--- config.mk ---
export PLATFORM = sky130hd
export DESIGN_NAME = open_risc_v_lsu
export DESIGN_NICKNAME = d
export VERILOG_FILES = /design/src/rtl/open_risc_v_lsu_pkg.sv /design/src/rtl/open_risc_v_lsu_align.sv /design/src/rtl/open_risc_v_lsu.sv
export SDC_FILE = /design/constraint.sdc
export NUM_CORES = 1
export LEC_CHECK = 0
export CORE_ASPECT_RATIO = 0.75
export CORE_MARGIN = 10
export CORE_UTILIZATION = 39
export DETAILED_ROUTE_END_ITERATION = 7
export PLACE_DENSITY = 0.74
export REMOVE_ABC_BUFFERS = 1
export SETUP_SLACK_MARGIN = 0.05
export SYNTH_ARGS = -nofsm -noshare
export SYNTH_HDL_FRONTEND = slang
export SYNTH_SLANG_ARGS = --single-unit
--- constraint.sdc ---
create_clock -name i_clk -period 1.58 [get_ports i_clk]
set_clock_uncertainty 0.15 [all_clocks]
set_input_delay 0.395 -clock i_clk [delete_from_list [all_inputs] [get_ports i_clk]]
set_output_delay 0.395 -clock i_clk [all_outputs]
set_load 0.03 [all_outputs]
--- src/rtl/open_risc_v_lsu_pkg.sv ---
// Shared definitions for the open_risc_v load/store unit (package open_risc_v_defs):
// funct3 codes, FSM state encodings, access-size decode and the default RAM depth.
package open_risc_v_defs;

  localparam int RAM_AW_DEFAULT = 12;

  localparam logic [2:0] LB  = 3'b000;
  localparam logic [2:0] LH  = 3'b001;
  localparam logic [2:0] LW  = 3'b010;
  localparam logic [2:0] LBU = 3'b100;
  localparam logic [2:0] LHU = 3'b101;
  localparam logic [2:0] SB  = 3'b000;
  localparam logic [2:0] SH  = 3'b001;
  localparam logic [2:0] SW  = 3'b010;

  typedef enum logic [1:0] {
    ST_IDLE   = 2'd0,
    ST_ACCESS = 2'd1,
    ST_WAIT   = 2'd2
  } lsu_state_e;

  typedef enum logic [1:0] {
    SZ_B = 2'd0,
    SZ_H = 2'd1,
    SZ_W = 2'd2
  } lsu_size_e;

  // Unsupported funct3 codes fall back to a full-word access.
  function automatic lsu_size_e access_size(input logic [2:0] funct3, input logic is_store);
    lsu_size_e size;
    size = SZ_W;
    if (is_store) begin
      case (funct3)
        SB:      size = SZ_B;
        SH:      size = SZ_H;
        SW:      size = SZ_W;
        default: size = SZ_W;
      endcase
    end else begin
      case (funct3)
        LB, LBU: size = SZ_B;
        LH, LHU: size = SZ_H;
        default: size = SZ_W;
      endcase
    end
    return size;
  endfunction

endpackage

--- src/rtl/open_risc_v_lsu_align.sv ---
// Load-data aligner: picks the addressed byte/halfword out of the RAM word and
// sign- or zero-extends it according to funct3.
module open_risc_v_lsu_align
  import open_risc_v_defs::*;
(
  input  logic [2:0]  i_funct3,
  input  logic [1:0]  i_addr_lo,
  input  logic [31:0] i_word,
  output logic [31:0] o_data
);

  logic [7:0]  w_byte;
  logic [15:0] w_half;

  assign w_byte = i_word[{i_addr_lo, 3'b000} +: 8];
  assign w_half = i_addr_lo[1] ? i_word[31:16] : i_word[15:0];

  always_comb begin
    o_data = i_word;
    case (i_funct3)
      LB:      o_data = {{24{w_byte[7]}}, w_byte};
      LH:      o_data = {{16{w_half[15]}}, w_half};
      LBU:     o_data = {24'd0, w_byte};
      LHU:     o_data = {16'd0, w_half};
      LW:      o_data = i_word;
      default: o_data = i_word;
    endcase
  end

endmodule

--- src/rtl/open_risc_v_lsu.sv ---
// open_risc_v load/store unit: one request at a time into a synchronous byte-enabled RAM.
// Define LSU_MISALIGN_TRAP_EN to reject misaligned H/W accesses with a misalign_err pulse.
module open_risc_v_lsu
  import open_risc_v_defs::*;
#(
  parameter int RAM_AW = RAM_AW_DEFAULT
) (
  input  logic              i_clk,
  input  logic              i_rst_n,
  input  logic              i_req_valid,
  output logic              o_req_ready,
  input  logic              i_req_store,
  input  logic [2:0]        i_req_funct3,
  input  logic [31:0]       i_req_addr,
  input  logic [31:0]       i_req_wdata,
  input  logic [4:0]        i_req_rd,
  output logic              o_ram_en,
  output logic [3:0]        o_ram_we,
  output logic [RAM_AW-1:0] o_ram_addr,
  output logic [31:0]       o_ram_wdata,
  input  logic [31:0]       i_ram_rdata,
  output logic              o_wb_valid,
  output logic [4:0]        o_wb_rd,
  output logic [31:0]       o_wb_data,
  output logic              o_misalign_err
);

  lsu_state_e        r_state;
  logic              r_store;
  logic [2:0]        r_funct3;
  logic [1:0]        r_addr_lo;
  logic [4:0]        r_rd;
  logic              r_ram_en;
  logic [3:0]        r_ram_we;
  logic [RAM_AW-1:0] r_ram_addr;
  logic [31:0]       r_ram_wdata;
  logic              r_wb_valid;
  logic [4:0]        r_wb_rd;
  logic [31:0]       r_wb_data;
  logic              r_misalign;

  lsu_size_e         w_size;
  logic [3:0]        w_we;
  logic [31:0]       w_wdata;
  logic              w_accept;
  logic              w_trap;
  logic [31:0]       w_load_data;
  logic              w_unused;

  assign w_size   = access_size(i_req_funct3, i_req_store);
  assign w_accept = i_req_valid && (r_state == ST_IDLE);
  assign w_unused = ^i_req_addr[31:RAM_AW+2];

`ifdef LSU_MISALIGN_TRAP_EN
  assign w_trap = ((w_size == SZ_H) && i_req_addr[0]) ||
                  ((w_size == SZ_W) && (i_req_addr[1:0] != 2'b00));
`else
  assign w_trap = 1'b0;
`endif

  // Narrow stores replicate their data so the enabled lanes see the right bytes.
  always_comb begin
    w_we    = 4'b1111;
    w_wdata = i_req_wdata;
    case (w_size)
      SZ_B: begin
        w_we    = 4'b0001 << i_req_addr[1:0];
        w_wdata = {4{i_req_wdata[7:0]}};
      end
      SZ_H: begin
        w_we    = 4'b0011 << {i_req_addr[1], 1'b0};
        w_wdata = {2{i_req_wdata[15:0]}};
      end
      default: ;
    endcase
    if (!i_req_store) begin
      w_we = 4'b0000;
    end
  end

  open_risc_v_lsu_align u_align (
    .i_funct3  (r_funct3),
    .i_addr_lo (r_addr_lo),
    .i_word    (i_ram_rdata),
    .o_data    (w_load_data)
  );

  always_ff @(posedge i_clk or negedge i_rst_n) begin
    if (!i_rst_n) begin
      r_state     <= ST_IDLE;
      r_store     <= 1'b0;
      r_funct3    <= '0;
      r_addr_lo   <= '0;
      r_rd        <= '0;
      r_ram_en    <= 1'b0;
      r_ram_we    <= '0;
      r_ram_addr  <= '0;
      r_ram_wdata <= '0;
      r_wb_valid  <= 1'b0;
      r_wb_rd     <= '0;
      r_wb_data   <= '0;
      r_misalign  <= 1'b0;
    end else begin
      r_ram_en   <= 1'b0;
      r_ram_we   <= 4'b0000;
      r_wb_valid <= 1'b0;
      r_misalign <= 1'b0;
      case (r_state)
        ST_IDLE: begin
          if (w_accept && w_trap) begin
            r_misalign <= 1'b1;
          end else if (w_accept) begin
            r_store     <= i_req_store;
            r_funct3    <= i_req_funct3;
            r_addr_lo   <= i_req_addr[1:0];
            r_rd        <= i_req_rd;
            r_ram_en    <= 1'b1;
            r_ram_we    <= w_we;
            r_ram_addr  <= i_req_addr[RAM_AW+1:2];
            r_ram_wdata <= w_wdata;
            r_state     <= ST_ACCESS;
          end
        end
        ST_ACCESS: r_state <= r_store ? ST_IDLE : ST_WAIT;
        ST_WAIT: begin
          r_wb_valid <= (r_rd != 5'd0);
          r_wb_rd    <= r_rd;
          r_wb_data  <= w_load_data;
          r_state    <= ST_IDLE;
        end
        default: r_state <= ST_IDLE;
      endcase
    end
  end

  assign o_req_ready    = (r_state == ST_IDLE);
  assign o_ram_en       = r_ram_en;
  assign o_ram_we       = r_ram_we;
  assign o_ram_addr     = r_ram_addr;
  assign o_ram_wdata    = r_ram_wdata;
  assign o_wb_valid     = r_wb_valid;
  assign o_wb_rd        = r_wb_rd;
  assign o_wb_data      = r_wb_data;
  assign o_misalign_err = r_misalign;

endmodule
==> results.md <==
* #FFs+latches synth at 100
* Clock Power Share at 15.1%
* Critical path type: flop to flop
* Hold WS at 0.2091 ns
* Row cnt at 34
* I/O pins at just under 200
* Largest net degree at the start of global routing at 47
* Yosys cell types at 35
* GP Congestion at 0.8319
* Core Region at 11780 sq um
* Post-Route WL at 17140 um
* IO buf count at 177
* RSZ-0062 raised after global routing: true
* Max_cap viols at 0
* Switching fraction of total power at roughly two fifths
* Synth Flop Type: dfrtp_1
* Synthesis-to-finish area growth at 69.62%
* Initial Util at 40.57%
* Ratio of cells with drive above 1 in the final layout at 42.49%
* Remaining global-route overflow at 0
* Vias in the first global route at 4532
* Worst-Skew Late Latency at 0.34 ns
* Initial DRC count at 311
* Flop pwr share at about 30%
* Avg WL per Cell at 20.07 um
* Logic pwr share at between 50% and 60%
* Status: finished with violations
* Arrival @ worst endpoint at 1.80 ns
* Achievable frequency at 578.6 MHz
* CTS buffer count at 9
* Drt drc at 0
* Initial DRT Pass Iterations at 4
* Reg clk slew, reported paths at 0.06 ns
* Critical path endpoint category: flop
* Root Buffer: clkbuf_16
* Syn Inst Count at 469
* Startpoint types: flop
* Post-DP Area at 6964 sq um
* Chip height at 115.9 um
* Setup TNS at -3.849 ns
* Final period util at 109.4%
* Internal power at 8.602 mW
* # setup viols final at 54
* PD cells at 1794 nW/um^2
* Final Instance Area at 8109 sq um
* Ys async rst share at 100.0%
* # diodes at 0
* NumNets Final at 796
* Peak supply drop at ~1100 uV
* P_leak at 3.615 nW
* Via Count at 4527
* Critical Path RT at roughly 1.7 ns
* Die area at 17130 sq um
* Min Tclk post-route at 1.728 ns
* Global-route wire length before repair at about 25000 um
* Hpwl dp at between 10000 and 15000 um
* Fraction of the yosys area taken by sequential cells at 52.34%
* Failing checks: negative setup slack
* Max Root-Sink Buffers at 2
* Final hold viol count at 0
* Final WS setup at -0.1484 ns
* DRT antenna net count at 0
* Clk sinks at 100
* H-tree depth at 3
* GRT Overall Usage at roughly 18%
* Post-synth EDFFs at 0
* Mean post-synth cell area at between 10 and 15 sq um
* Pins over their slew limit at 0
* CP max FO at 8
* P_sw at slightly below 6 mW
* Initial antenna violation count at 0
* CTS tree: yes
* Die Width at 147.8 um
* Worst min path class: primary input to flop
* Via/cell ratio at 5.301
* Synth Cell Area at 4781 sq um
* Synth warn at 0
cells in the final DEF, fill, tap and decap left out, types with 2 or more instances in the layout:
cell type and count:
a21oi_1 26, dfrtp_2 2, nand3_1 8, nor2_2 10, o21ai_0 11, buf_8 4, mux2_4 31, buf_6 5
nor2_1 34, a31oi_1 15, nor2_4 9, a21o_1 8, a211oi_2 16, nand2_2 2, a22oi_2 9, clkinvlp_4 2
mux2i_1 12, and3_1 8, dfrtp_1 98, nand2_1 71, bufbuf_16 2, buf_4 111, a2bb2oi_1 4, clkdlybuf4s50_1 81
mux2_2 8, dlygate4sd2_1 6, a21oi_2 12, a221oi_2 8, nor2b_4 2, clkbuf_16 13, buf_12 27, inv_1 2
o21bai_1 2, buf_2 2, o21ai_1 3, a2bb2oi_2 3, mux2i_2 3
power groups by stage:
stage / clock network [mW] / logic, mW / registers, mW
after floorplan: 0 / 1.84 / 5.99
after global routing: 2.35 / 8.44 / 4.46
after detailed placement: 0 / 6.88 / 4.29
after global placement: 0 / 6.75 / 4.25
final: 2.20 / 8.00 / 4.35
after CTS: 2.26 / 7.37 / 4.27
worst paths after layout:
path                                          start                   endpoint  slack (ns)  depth (start not counted)
max in group asynchronous                   i_rst_n   r_addr_lo[0]$_DFFE_PN0P_        0.48                          3
setup / recovery           r_addr_lo[0]$_DFFE_PN0P_   o_wb_data[8]$_DFFE_PN0P_       -0.15                          5
hold reg to reg                 r_store$_DFFE_PN0P_     r_state[1]$_DFFE_PN0P_        0.30                          1
setup reg to reg           r_addr_lo[0]$_DFFE_PN0P_   o_wb_data[8]$_DFFE_PN0P_       -0.15                          5
hold / removal                      i_req_funct3[2]    r_funct3[2]$_DFFE_PN0P_        0.21                          2
min in group asynchronous                   i_rst_n  o_wb_data[28]$_DFFE_PN0P_        0.29                          2
cell usage after synthesis, types with 9 or more instances:
cell | n | area [sq um]
buf_2 | 11 | 55.05
o21ai_0 | 13 | 65.06
nor2_1 | 52 | 195.2
mux2_2 | 39 | 439.2
dfrtp_1 | 100 | 2502
nand3_1 | 9 | 45.04
a21oi_1 | 38 | 190.2
clkbuf_1 | 16 | 60.06
a31oi_1 | 16 | 100.1
mux2i_1 | 15 | 150.1
a211oi_2 | 10 | 125.1
a22oi_1 | 9 | 67.56
and3_1 | 9 | 56.30
nand2_1 | 73 | 274.0
layout make-up:
cell class                      instances  area, sq um
Inverter                                3        11.26
Clock buffer                           11        242.7
Tap cell                              162        202.7
Sequential cell                       100         2505
Fill cell                             859         3675
Multi-Input combinational cell        329         2526
Timing Repair Buffer                  245         2571
Clock inverter                          4        50.05
per-layer routing:
layer / up-vias / GRT usage, % / part of all wire, %
met1: 2243 / 22.19 / 43
met3: 23 / 6.077 / 7.3
li1: 2101 / - / -
met5: - / 0 / 0
met2: 160 / 30.82 / 49
met4: 0 / 3.491 / 1.1
critical path, cell delays in order, from the launching register on:
cell and delay, ns:
dfrtp_2 0.45, mux2_4 0.32, a22oi_2 0.21, buf_4 0.14, o211a_4 0.24, a22oi_2 0.10
kinds of logic after synthesis:
group,Yosys count,synth area share (%)
DFF,100,52.34
and+or+nand+nor,154,13.40
AOI/OAI and AO/OA,120,17.22
other,1,0.07844
muxes,54,12.33
buffers and inverters,40,4.632
sequential cells by signal, summed over array words and instances (netlist names):
name         flops
r_store          1
o_ram_we         4
o_wb_valid       1
o_ram_en         1
r_funct3         3
o_wb_data       32
r_rd             5
o_wb_rd          5
r_addr_lo        2
o_ram_wdata     32
o_ram_addr      12
r_state          2
per-stage QoR:
stage / util, % / total power [mW] / cells / setup slack, ns
floorplan: - / 7.828 / 432 / -1.713
global placement: 59.10 / 11.00 / 818 / -0.5491
detailed placement: 59.10 / 11.17 / 818 / -0.6095
CTS: 64.61 / 13.91 / 845 / -0.1615
global route: 68.82 / 15.25 / 854 / -0.2150
finish: 68.82 / 14.55 / 854 / -0.1484
timing repair:
action / in CTS / in global routing
gates cloned: 6 / 4
resized for setup: 56 / 104
pin swaps: 14 / 17
endpoints found under the hold margin: 9 / 0
endpoints found under the setup margin: 69 / 86
setup buffers: 5 / 9
hold buffers: 1 / 0
No activity file was read; power rests on OpenSTA's default activity.
